`src/rtl/snoop_controller_if.sv`:
```
`default_nettype none
// ============================================================================
// Module   : snoop_controller_if
// Brief    : Bus-side snoop request and write-back handshake bundle.
// Revision : 1.0 - initial release
// ============================================================================
interface snoop_controller_if #(
    parameter int IW    = 2,
    parameter int TAG_W = 8
);
    logic             snoop_valid;
    logic [1:0]       snoop_op;
    logic [IW-1:0]    snoop_index;
    logic [TAG_W-1:0] snoop_tag;
    logic             snoop_ready;
    logic             snoop_done;
    logic             snoop_hit;
    logic             write_back;
    logic             abort_memory_access;
    logic [IW-1:0]    wb_index;
    logic [TAG_W-1:0] wb_tag;
    logic             wb_ack;

    // Bus / memory side
    modport master (
        output snoop_valid, snoop_op, snoop_index, snoop_tag, wb_ack,
        input  snoop_ready, snoop_done, snoop_hit,
        input  write_back, abort_memory_access, wb_index, wb_tag
    );

    // Snoop controller side
    modport slave (
        input  snoop_valid, snoop_op, snoop_index, snoop_tag, wb_ack,
        output snoop_ready, snoop_done, snoop_hit,
        output write_back, abort_memory_access, wb_index, wb_tag
    );
endinterface
`default_nettype wire

```
`src/rtl/snoop_controller.sv`:
```
`default_nettype none
// ============================================================================
// Module   : snoop_controller
// Brief    : MSI/MESI bus snoop controller with per-line state/tag array,
//            Modified-line write-back handshake and processor-side updates.
// Revision : 1.0 - initial release
// ============================================================================
module snoop_controller #(
    parameter int   LINES = 4,
    parameter int   TAG_W = 8,
    parameter int   MESI  = 0,
    localparam int  IW    = (LINES > 1) ? $clog2(LINES) : 1
) (
    input  wire logic             clock,
    input  wire logic             reset,
    snoop_controller_if.slave     bus,
    input  wire logic             local_wr_en,
    input  wire logic [IW-1:0]    local_index,
    input  wire logic [TAG_W-1:0] local_tag,
    input  wire logic [1:0]       local_state,
    output logic                  local_retry,
    output logic                  protocol_error,
    output logic [2*LINES-1:0]    line_states
);

    localparam logic [1:0] C_ST_I = 2'b00;
    localparam logic [1:0] C_ST_S = 2'b01;
    localparam logic [1:0] C_ST_M = 2'b10;
    localparam logic [1:0] C_ST_E = 2'b11;

    localparam logic [1:0] C_OP_NONE = 2'b00;
    localparam logic [1:0] C_OP_RD   = 2'b01;
    localparam logic [1:0] C_OP_INV  = 2'b11;

    typedef enum logic [1:0] {
        IDLE      = 2'd0,
        LOOKUP    = 2'd1,
        WRITEBACK = 2'd2
    } fsm_t;

    fsm_t             r_fsm;
    logic [1:0]       r_op;
    logic [IW-1:0]    r_index;
    logic [TAG_W-1:0] r_tag;
    logic             r_done;
    logic             r_hit;
    logic             r_perr;
    logic             r_wb;
    logic [1:0]       r_line_state [LINES];
    logic [TAG_W-1:0] r_line_tag   [LINES];

    logic             w_hit;
    logic             w_conflict;
    logic [1:0]       w_local_state;
    logic [1:0]       w_cur_state;
    logic [1:0]       w_snoop_next;

    assign w_cur_state  = r_line_state[r_index];
    assign w_hit        = (w_cur_state != C_ST_I) && (r_line_tag[r_index] == r_tag);
    assign w_snoop_next = (r_op == C_OP_RD) ? C_ST_S : C_ST_I;

    // A processor write may not race the snoop on the line under service.
    assign w_conflict    = local_wr_en && (r_fsm != IDLE) && (local_index == r_index);
    assign w_local_state = ((MESI == 0) && (local_state == C_ST_E)) ? C_ST_S : local_state;

    always_ff @(posedge clock or posedge reset) begin
        if (reset) begin
            r_fsm   <= IDLE;
            r_op    <= C_OP_NONE;
            r_index <= '0;
            r_tag   <= '0;
            r_done  <= 1'b0;
            r_hit   <= 1'b0;
            r_perr  <= 1'b0;
            r_wb    <= 1'b0;
            for (int i = 0; i < LINES; i++) begin
                r_line_state[i] <= C_ST_I;
                r_line_tag[i]   <= '0;
            end
        end else begin
            r_done <= 1'b0;
            r_hit  <= 1'b0;
            r_perr <= 1'b0;

            if (local_wr_en && !w_conflict) begin
                r_line_state[local_index] <= w_local_state;
                r_line_tag[local_index]   <= local_tag;
            end

            case (r_fsm)
                IDLE: begin
                    if (bus.snoop_valid && (bus.snoop_op != C_OP_NONE)) begin
                        r_op    <= bus.snoop_op;
                        r_index <= bus.snoop_index;
                        r_tag   <= bus.snoop_tag;
                        r_fsm   <= LOOKUP;
                    end
                end
                LOOKUP: begin
                    r_fsm  <= IDLE;
                    r_done <= 1'b1;
                    r_hit  <= w_hit;
                    if (w_hit) begin
                        case (w_cur_state)
                            C_ST_S, C_ST_E: r_line_state[r_index] <= w_snoop_next;
                            C_ST_M: begin
                                if (r_op == C_OP_INV) begin
                                    r_line_state[r_index] <= C_ST_I;
                                    r_perr                <= 1'b1;
                                end else begin
                                    // Completion is deferred until memory takes the dirty line.
                                    r_fsm  <= WRITEBACK;
                                    r_done <= 1'b0;
                                    r_hit  <= 1'b0;
                                    r_wb   <= 1'b1;
                                end
                            end
                            default: ;
                        endcase
                    end
                end
                WRITEBACK: begin
                    if (bus.wb_ack) begin
                        r_line_state[r_index] <= w_snoop_next;
                        r_wb   <= 1'b0;
                        r_done <= 1'b1;
                        r_hit  <= 1'b1;
                        r_fsm  <= IDLE;
                    end
                end
                default: r_fsm <= IDLE;
            endcase
        end
    end

    assign bus.snoop_ready         = (r_fsm == IDLE);
    assign bus.snoop_done          = r_done;
    assign bus.snoop_hit           = r_hit;
    assign bus.write_back          = r_wb;
    assign bus.abort_memory_access = r_wb;
    assign bus.wb_index            = r_index;
    assign bus.wb_tag              = r_tag;
    assign local_retry             = w_conflict;
    assign protocol_error          = r_perr;

    for (genvar g = 0; g < LINES; g++) begin : g_line_states
        assign line_states[2*g+1:2*g] = r_line_state[g];
    end

endmodule
`default_nettype wire
```
`src/flat_wrapper.sv`:
```
// flat-port wrapper written by rule: the top's interface ports become plain ports
module snoop_controller_flat 
#(
    parameter int   LINES = 4,
    parameter int   TAG_W = 8,
    parameter int   MESI  = 0,
    localparam int  IW    = (LINES > 1) ? $clog2(LINES) : 1
)
  (clock, reset, local_wr_en, local_index, local_tag, local_state, local_retry, protocol_error, line_states, bus_snoop_valid, bus_snoop_op, bus_snoop_index, bus_snoop_tag, bus_wb_ack, bus_snoop_ready, bus_snoop_done, bus_snoop_hit, bus_write_back, bus_abort_memory_access, bus_wb_index, bus_wb_tag);
  snoop_controller_if #(.TAG_W(TAG_W)) bus_i ();
  input  wire logic clock;
  input  wire logic reset;
  input  wire logic local_wr_en;
  input  wire logic [IW-1:0] local_index;
  input  wire logic [TAG_W-1:0] local_tag;
  input  wire logic [1:0] local_state;
  output logic local_retry;
  output logic protocol_error;
  output logic [2*LINES-1:0] line_states;
  input wire logic [$bits(bus_i.snoop_valid)-1:0] bus_snoop_valid;
  input wire logic [$bits(bus_i.snoop_op)-1:0] bus_snoop_op;
  input wire logic [$bits(bus_i.snoop_index)-1:0] bus_snoop_index;
  input wire logic [$bits(bus_i.snoop_tag)-1:0] bus_snoop_tag;
  input wire logic [$bits(bus_i.wb_ack)-1:0] bus_wb_ack;
  output wire logic [$bits(bus_i.snoop_ready)-1:0] bus_snoop_ready;
  output wire logic [$bits(bus_i.snoop_done)-1:0] bus_snoop_done;
  output wire logic [$bits(bus_i.snoop_hit)-1:0] bus_snoop_hit;
  output wire logic [$bits(bus_i.write_back)-1:0] bus_write_back;
  output wire logic [$bits(bus_i.abort_memory_access)-1:0] bus_abort_memory_access;
  output wire logic [$bits(bus_i.wb_index)-1:0] bus_wb_index;
  output wire logic [$bits(bus_i.wb_tag)-1:0] bus_wb_tag;
  assign bus_i.snoop_valid = bus_snoop_valid;
  assign bus_i.snoop_op = bus_snoop_op;
  assign bus_i.snoop_index = bus_snoop_index;
  assign bus_i.snoop_tag = bus_snoop_tag;
  assign bus_i.wb_ack = bus_wb_ack;
  assign bus_snoop_ready = bus_i.snoop_ready;
  assign bus_snoop_done = bus_i.snoop_done;
  assign bus_snoop_hit = bus_i.snoop_hit;
  assign bus_write_back = bus_i.write_back;
  assign bus_abort_memory_access = bus_i.abort_memory_access;
  assign bus_wb_index = bus_i.wb_index;
  assign bus_wb_tag = bus_i.wb_tag;
  snoop_controller #(.LINES(LINES), .TAG_W(TAG_W), .MESI(MESI)) u_core (.clock(clock), .reset(reset), .bus(bus_i), .local_wr_en(local_wr_en), .local_index(local_index), .local_tag(local_tag), .local_state(local_state), .local_retry(local_retry), .protocol_error(protocol_error), .line_states(line_states));
endmodule
```
`config.mk`:
```
export PLATFORM = sky130hd
export DESIGN_NAME = snoop_controller_flat
export DESIGN_NICKNAME = d
export VERILOG_FILES = /design/src/rtl/snoop_controller_if.sv /design/src/rtl/snoop_controller.sv /design/src/flat_wrapper.sv
export SDC_FILE = /design/constraint.sdc
export NUM_CORES = 1
export LEC_CHECK = 0
export CORE_MARGIN = 2
export CORE_UTILIZATION = 54
export CTS_CLUSTER_DIAMETER = 150
export CTS_CLUSTER_SIZE = 20
export DETAILED_ROUTE_END_ITERATION = 7
export HOLD_SLACK_MARGIN = 0.12
export PLACE_DENSITY = 0.81
export SKIP_LAST_GASP = 1
export SLEW_MARGIN = 30
export SYNTH_ARGS = -nofsm -noshare
export SYNTH_HDL_FRONTEND = slang
export SYNTH_SLANG_ARGS = --single-unit
```
`constraint.sdc`:
```
create_clock -name clock -period 2.8 [get_ports clock]
set_clock_uncertainty 0.2 [all_clocks]
set_input_delay 0.28 -clock clock [delete_from_list [all_inputs] [get_ports clock]]
set_output_delay 0.28 -clock clock [all_outputs]
set_load 0.05 [all_outputs]
```
==> flow_metrics.env <==
export IMPL_yosys_most_used_dff="dfrtp_1"
export IMPL_fin_nets=381
export IMPL_layout_area_overhead_vs_synth_pct=25.1
export IMPL_detailed_router_s_first_iteration_violation_count=206
export IMPL_synth_seq_area_share_pct=44.0
export IMPL_final_max_slew_viol_count=0
export IMPL_critPathTopFamily="compound AO/OA/AOI/OAI gates"
export IMPL_max_freq_mhz=376
export IMPL_cts_tree="done"
export IMPL_initial_core_util_pct=55.7
export IMPL_synth_seq_cells=58
export IMPL_synth_edff_count=0
export IMPL_reg2reg_slack_ns=0.14
export IMPL_yosys_warnings=0
export IMPL_numClockSinks=58
export IMPL_compound_gate_portion_of_the_synthesized_area_pct=9.70
export IMPL_cts_root_buf="clkbuf_8"
export IMPL_cp_required_ns=2.81
export IMPL_drc=0
export IMPL_post_synth_xor_area_fraction_pct=2.12
export IMPL_power_share_switching_pct=43.9
export IMPL_post_layout_nonfiller_instances=427
export IMPL_critPathKind="register to register"
export IMPL_routabilityCongestion=1.09
export IMPL_top_level_ports=54
export IMPL_postCtsSetupBuffers=0
export IMPL_synth_avg_cell_area_um2=11.5
export IMPL_clock_buffer_count_from_cts=9
export IMPL_register_area_um2=1450
export IMPL_arrival_worst_endpoint_ns=2.67
export IMPL_cts_resized_gates=0
export IMPL_net_count_after_synthesis=318
export IMPL_timing_final_crit_share_pct=94.9
export IMPL_pre_repair_dr_iteration_count=6
export IMPL_wire_length_of_the_first_global_routing_pass_mm=13.1
export IMPL_antenna_cells_inserted=0
export IMPL_grt_pass1_vias=2525
export IMPL_yosys_area_share_simple_pct=12.6
export IMPL_critPathBufInv=2
export IMPL_total_power_mw=4.77
export IMPL_layout_min_cycle_time_ns=2.66
export IMPL_drt_antenna_violating_nets=0
export IMPL_place_hpwl_mm=5.77
export IMPL_multiInputGateArea_um2=1750
export IMPL_cp_max_fo=21
export IMPL_crit_cells=8
export IMPL_worst_ir_drop_vdd_mv=0.910
export IMPL_clock_power_share_pct=14.2
export IMPL_vias=2585
export IMPL_clkLatencyLatePin_ns=0.35
export IMPL_grt_antenna_before_repair=0
export IMPL_crit_reg2reg_launch="u_core.bus.wb_index[0]$_DFFE_PP0P_"
export IMPL_hp_class="primary input to async pin"
export IMPL_path_cells="buf_4 -> nand2b_1 -> mux2_2 -> o221a_2 -> nor4_4 -> buf_4 -> o21a_1 -> o22ai_1"
export IMPL_synth_async_reset_ratio_pct=100
export IMPL_die_width_um=82.2
export IMPL_sequentialPowerShare_pct=30.0
export IMPL_number_of_cells_traversed_by_the_worst_register_to_register_path=8
export IMPL_timing_final_ws_setup_ns=0.144
export IMPL_critical_path_slowest_cell="dfrtp_1"
export IMPL_syn_area_um2=3300
export IMPL_power_share_combinational_pct=55.8
export IMPL_setup_viol_count_final=0
export IMPL_dieHeight_um=82.2
export IMPL_critical_path_most_common_cell="buf_4"
export IMPL_core_area_um2=5920
export IMPL_p_int_mw=2.68
export IMPL_drt_wirelength_per_cell_um=18.7
export IMPL_crit_start="u_core.bus.wb_index[0]$_DFFE_PP0P_"
export IMPL_layout_drive_gt1_share_pct=25.9
export IMPL_gr_max_usage_layer="met2"
export IMPL_timing_final_hold_violations=0
export IMPL_power_leakage_nw=1.69
export IMPL_synth_top_family_by_area="multiplexers"
export IMPL_rsz0062_at_grt="false"
export IMPL_synth_adder_area_share_pct=1.14
export IMPL_grt_remaining_overflow=0
export IMPL_use_met3_pct=5.87
export IMPL_largest_net_degree_at_the_start_of_global_routing=59
export IMPL_grt_met1_usage_pct=35.0
export IMPL_drv_max_cap_violation_count=0
export IMPL_finalHoldWorstSlack_ns=0.245
export IMPL_number_of_unique_standard_cell_types_used_by_synthesis=44
export IMPL_run_status="finished clean"
export IMPL_row_count=28
export IMPL_startpoint_type="register"
export IMPL_timing_critical_path_slowest_cell_delay_ns=0.53
export IMPL_port_buffer_count=53
export IMPL_cts_htree_levels=3
export IMPL_use_met2_pct=42.8
export IMPL_dpl_cell_count=413
export IMPL_power_switching_mw=2.10
export IMPL_share_of_synthesized_area_spent_on_multiplexers_pct=27.0
export IMPL_global_route_usage_over_all_layers_pct=26.7
export IMPL_clk_transition_reported_paths_ns=0.06
export IMPL_worstSetupEndpointType="register"
export IMPL_die_area_um2=6750
export IMPL_slew_headroom_pct=52.3
export IMPL_synthesis_instances=286
export IMPL_worst_slew_pin_transition_ns=0.716
export IMPL_drt_wl_total_mm=7.97
export IMPL_fill_cells=419
export IMPL_cts_hold_repair_buffers=0
export IMPL_finalSetupTns_ns=0
export IMPL_cts_buffer_depth=2
export IMPL_detailedPlace_worstSlack_ns=0.187
export IMPL_power_per_cell_area_nw_per_um2=1160
export IMPL_post_drt_via_cell_ratio=6.05
==> through the flow <==
stage               cell area [µm²]  util [%]
global route                   4130      69.7
detailed placement             3960      66.9
CTS                            4130      69.7
finish                         4130      69.7
global placement               3960      66.9
floorplan                      3310         -
==> layer usage <==
layer  up-vias  wire (µm)  part of all wire [%]
met5         -          0                     0
met2       116       3910                    49
met1      1265       3330                    42
met3        23        549                   6.9
li1       1181          -                     -
met4         0        181                   2.3
==> path summary, 6_finish.rpt <==
path | to
max reg2reg | u_core.line_states[2]$_DFF_PP0_
min in group clock | u_core.r_line_tag[20]$_DFFE_PP0P_
min reg2reg | u_core.r_line_tag[20]$_DFFE_PP0P_
max in group asynchronous | u_core.line_states[6]$_DFF_PP0_
max | u_core.line_states[2]$_DFF_PP0_
min | u_core.r_fsm[0]$_DFFE_PP0P_
==> logic make-up (layout without fill, tap and decap cells) <==
| family | Yosys count | after routing |
|---|---|---|
| DFF | 58 | 58 |
| xor gates and xnor gates | 8 | 8 |
| buffers and inverters | 23 | 89 |
| adders and majority gates | 3 | 3 |
| muxes | 68 | 68 |
| AOI/OAI and AO/OA | 46 | 46 |
| and+or+nand+nor | 80 | 80 |
==> placed cells by master, fill, tap and decap left out, drive strengths merged, types with 3 or more instances in the layout <==
| cell type | n |
|---|---|
| a21boi | 3 |
| a21oi | 9 |
| a22oi | 7 |
| a32oi | 3 |
| and3 | 3 |
| buf | 16 |
| clkbuf | 12 |
| clkdlybuf4s50 | 52 |
| dfrtp | 58 |
| ha | 3 |
| inv | 7 |
| mux2 | 49 |
| mux2i | 9 |
| mux4 | 10 |
| nand2 | 20 |
| nand2b | 10 |
| nand3 | 7 |
| nor2 | 16 |
| nor2b | 7 |
| nor4 | 4 |
| o21ai | 10 |
| or3 | 3 |
| xnor2 | 6 |
==> synthesized netlist by cell type, types with 6 or more instances <==
| cell type | n | share of area, % |
|---|---|---|
| nand3_1 | 7 | 1.1 |
| xnor2_1 | 6 | 1.6 |
| o21ai_0 | 10 | 1.5 |
| mux2i_1 | 9 | 2.7 |
| nand2b_1 | 10 | 1.9 |
| mux2_2 | 49 | 17 |
| inv_1 | 7 | 0.80 |
| nor2_1 | 16 | 1.8 |
| a22oi_1 | 7 | 1.6 |
| nor2b_1 | 7 | 1.3 |
| nand2_1 | 20 | 2.3 |
| a21oi_1 | 9 | 1.4 |
| dfrtp_1 | 58 | 44 |
| mux4_1 | 6 | 4.8 |
==> state kept, by name (all words and copies together) (netlist names) <==
register	count
u_core.bus.snoop_done	1
u_core.protocol_error	1
u_core.r_op	2
u_core.line_states	8
u_core.r_line_tag	32
u_core.bus.wb_index	2
u_core.bus.wb_tag	8
u_core.bus.abort_memory_access	1
u_core.r_fsm	2
u_core.bus.snoop_hit	1
==> worst min-delay path: cells and delay by family <==
family   cells  cell delay (ns)
buf+inv      3             1.02
==> final cells by class <==
class | instances | share of cell area [%]
clock buffers | 12 | 3.76
inverters | 7 | 0.637
flip-flops and latches | 58 | 35.2
clock inverters | 2 | 0.333
well taps | 75 | 2.27
multi-input cells | 205 | 42.3
repair buffers | 68 | 15.5
==> power by group through the flow <==
stage	Clock, mW	Sequential [mW]	Combinational (mW)
after floorplan	0	1.81	1.52
after global placement	0	1.42	2.58
after detailed placement	0	1.45	2.64
after CTS	0.685	1.44	2.65
after global routing	0.726	1.47	2.84
final	0.678	1.43	2.66
(Power assumes the default switching activity.)
==> edit (config.mk and constraints unchanged) <==
Put one more register stage on the output `protocol_error`, without a reset. The value now appears one clock later. The other outputs are not delayed to match.
--- a/src/rtl/snoop_controller.sv
+++ b/src/rtl/snoop_controller.sv
@@ -143,3 +143,5 @@
     assign local_retry             = w_conflict;
-    assign protocol_error          = r_perr;
+    always_ff @(posedge clock) begin
+        protocol_error <= r_perr;
+    end
 
Formal check against the unedited RTL: not equivalent (Yosys sat finds a counterexample within 4 cycles, from zero or initial values and one cycle with reset high).
==> edit against the original RTL <==
Cell area is 3.7% higher; worst setup slack better by 0.041 ns; global-route usage shrank 0.82 points; maximum frequency grew 1.6%; synthesized area up 1.6%; combinational power is 7.5% higher; core utilization up 2.2 points; routed wire length up 5.0%; sequential cell count rose by 1; power increased by 8.2%; critical path type unchanged; highest routed layer unchanged.
==> edit: results (changes against the original RTL) <==
final_layout:
  fill_cells: 444  # +6.0%
  regMostFlops: "u_core.r_line_tag"
  stdcell_count: 429  # +0.47%
  sh_seq_area_pct: 34.37  # -0.80 points
  inverters: 9  # +2
  multi_input_area_share_pct: 42.17  # -0.15 points
  num-nonclk-buffers: 67  # -1.5%
  nClkBuffers: 12  # unchanged
  drive_gt1_share_pct: 27.40  # +1.5 points
  buffer_area_share_pct: 15.37  # -0.15 points
  nMultiInputCombCells: 203  # -0.98%
  register_area_um2: 1471  # +1.4%
  clk_share_pct: 5.114  # +1.0 points
critical_path:
  cp_data_arrival_time_ns: 2.64  # -0.03 ns
  max_stage_delay_ns: 0.54
  cp_slowest_cell: "mux4_2"
  crit_fanout: 15  # -29%
  reg2reg_slack_ns: 0.18  # +0.04 ns
  reg2reg_depth: 7  # -1
  r2r_end: "u_core.bus.abort_memory_access$_DFFE_PP0P_"
power:
  irDropWorstVdd_v: 0.0007712  # -15%
  power.leakage_nw: 1.725  # +2.0%
detailed_routing:
  routed_wl_um: 8366  # +5.0%
  dr.pass1.iters: 5  # -1
  viasPerCell: 6.249  # +3.2%
  drt_iter0_drc: 314  # +52%
synthesis:
  synth_area_leaders: "dfrtp_1 (43%), mux2_2 (16%), mux2i_1 (4.2%)"
  yosysSeqAreaShare_pct: 43.86  # -0.11 points
  ys_types: 53  # +20%
  ys.flop_type: "dfrtp_1"
  syn-num-nets: 313  # -1.6%
  ys.warnings.count: 0  # unchanged
  synthTopCellsByCount: "dfrtp_1 (58), mux2_2 (47), mux2i_1 (14), a21oi_1 (12)"
  synthArstFlopShare_pct: 98.31  # -1.7 points
  synth_area_per_cell_um2: 11.94  # +3.4%
place:
  pre_cts_slack_ns: 0.1472  # -0.03983 ns
  dp_cells: 413  # unchanged
  dp_hpwl_um: 5963  # +3.3%
  place.gp.congestion: 0.9102  # -16%
  placed_cell_area_um2: 4063  # +2.6%
clock_tree:
  cts.clk_slew.worst_paths_ns: 0.07
  cts.sinks: 59  # +1.7%
grt:
  grt_usage_pct: 25.92  # -0.82 points
  antenna_found_initial: 0  # unchanged
  grt_pass1_vias: 2734  # +8.3%
  grt_max_degree: 28  # -53%
  grt_pass1_wl_um: 13990  # +7.1%
run_status:
  run_status: "complete, no violations"
hold_path:
  hold_path_class: "in2async"
sta:
  hold_ws_ns: 0.1271  # -0.1181 ns
  relSlewSlack_pct: 60.94  # +8.7 points
floorplanning:
  die_x_um: 82.82  # +0.77%
## edit: cell types whose count changed in the layout (fill, tap and decap cells not counted), moves of 4 or more
cell | before | now
a22oi_1 | 7 | 0
mux2i_1 | 9 | 14
mux4_1 | 6 | 2
nand2_1 | 20 | 9
nand3_1 | 7 | 11
nor2_1 | 16 | 9
nor2b_1 | 7 | 2
nor3_1 | 2 | 9
## edit: metal layers
layer	track usage [%]	up-vias	wire [um]	part of all wire (%)
met4	11.18	0	196	2.3
met3	5.268	28	628	7.5
met1	35.34	1321	3496	42
met5	0	-	0	0
li1	-	1186	-	-
met2	40.47	146	4044	48
## edit: power breakdown
group / switching (mW) / internal [mW] / total [mW] / leakage, nW
Combinational: 1.64 / 1.23 / 2.86 / 0.912
Clock: 0.335 / 0.526 / 0.861 / 0.111
Sequential: 0.274 / 1.17 / 1.44 / 0.702
## edit: worst max-delay path by stage
stage | endpoint | cells past startpoint | slack (ns)
after CTS | u_core.bus.abort_memory_access$_DFFE_PP0P_ | 7 | 0.18
after global placement | u_core.line_states[4]$_DFF_PP0_ | 7 | 0.22
after detailed placement | u_core.line_states[4]$_DFF_PP0_ | 7 | 0.15
after floorplan | u_core.line_states[0]$_DFF_PP0_ | 8 | 0.03
after global routing | u_core.bus.abort_memory_access$_DFFE_PP0P_ | 7 | 0.03
final | u_core.bus.abort_memory_access$_DFFE_PP0P_ | 7 | 0.18
## edit: logic make-up (layout without fill, tap and decap cells)
family / count (synthesis) / after routing / share of synthesized area (%)
flip-flops: 59 / 59 / 43.86
AND/OR/NAND/NOR: 60 / 60 / 9.511
multiplexers: 68 / 68 / 24.88
AO/OA/AOI/OAI: 58 / 58 / 13.65
XOR/XNOR: 14 / 14 / 4.103
buffers and inverters: 19 / 92 / 2.872
adder cells (fa/ha/maj): 3 / 3 / 1.119
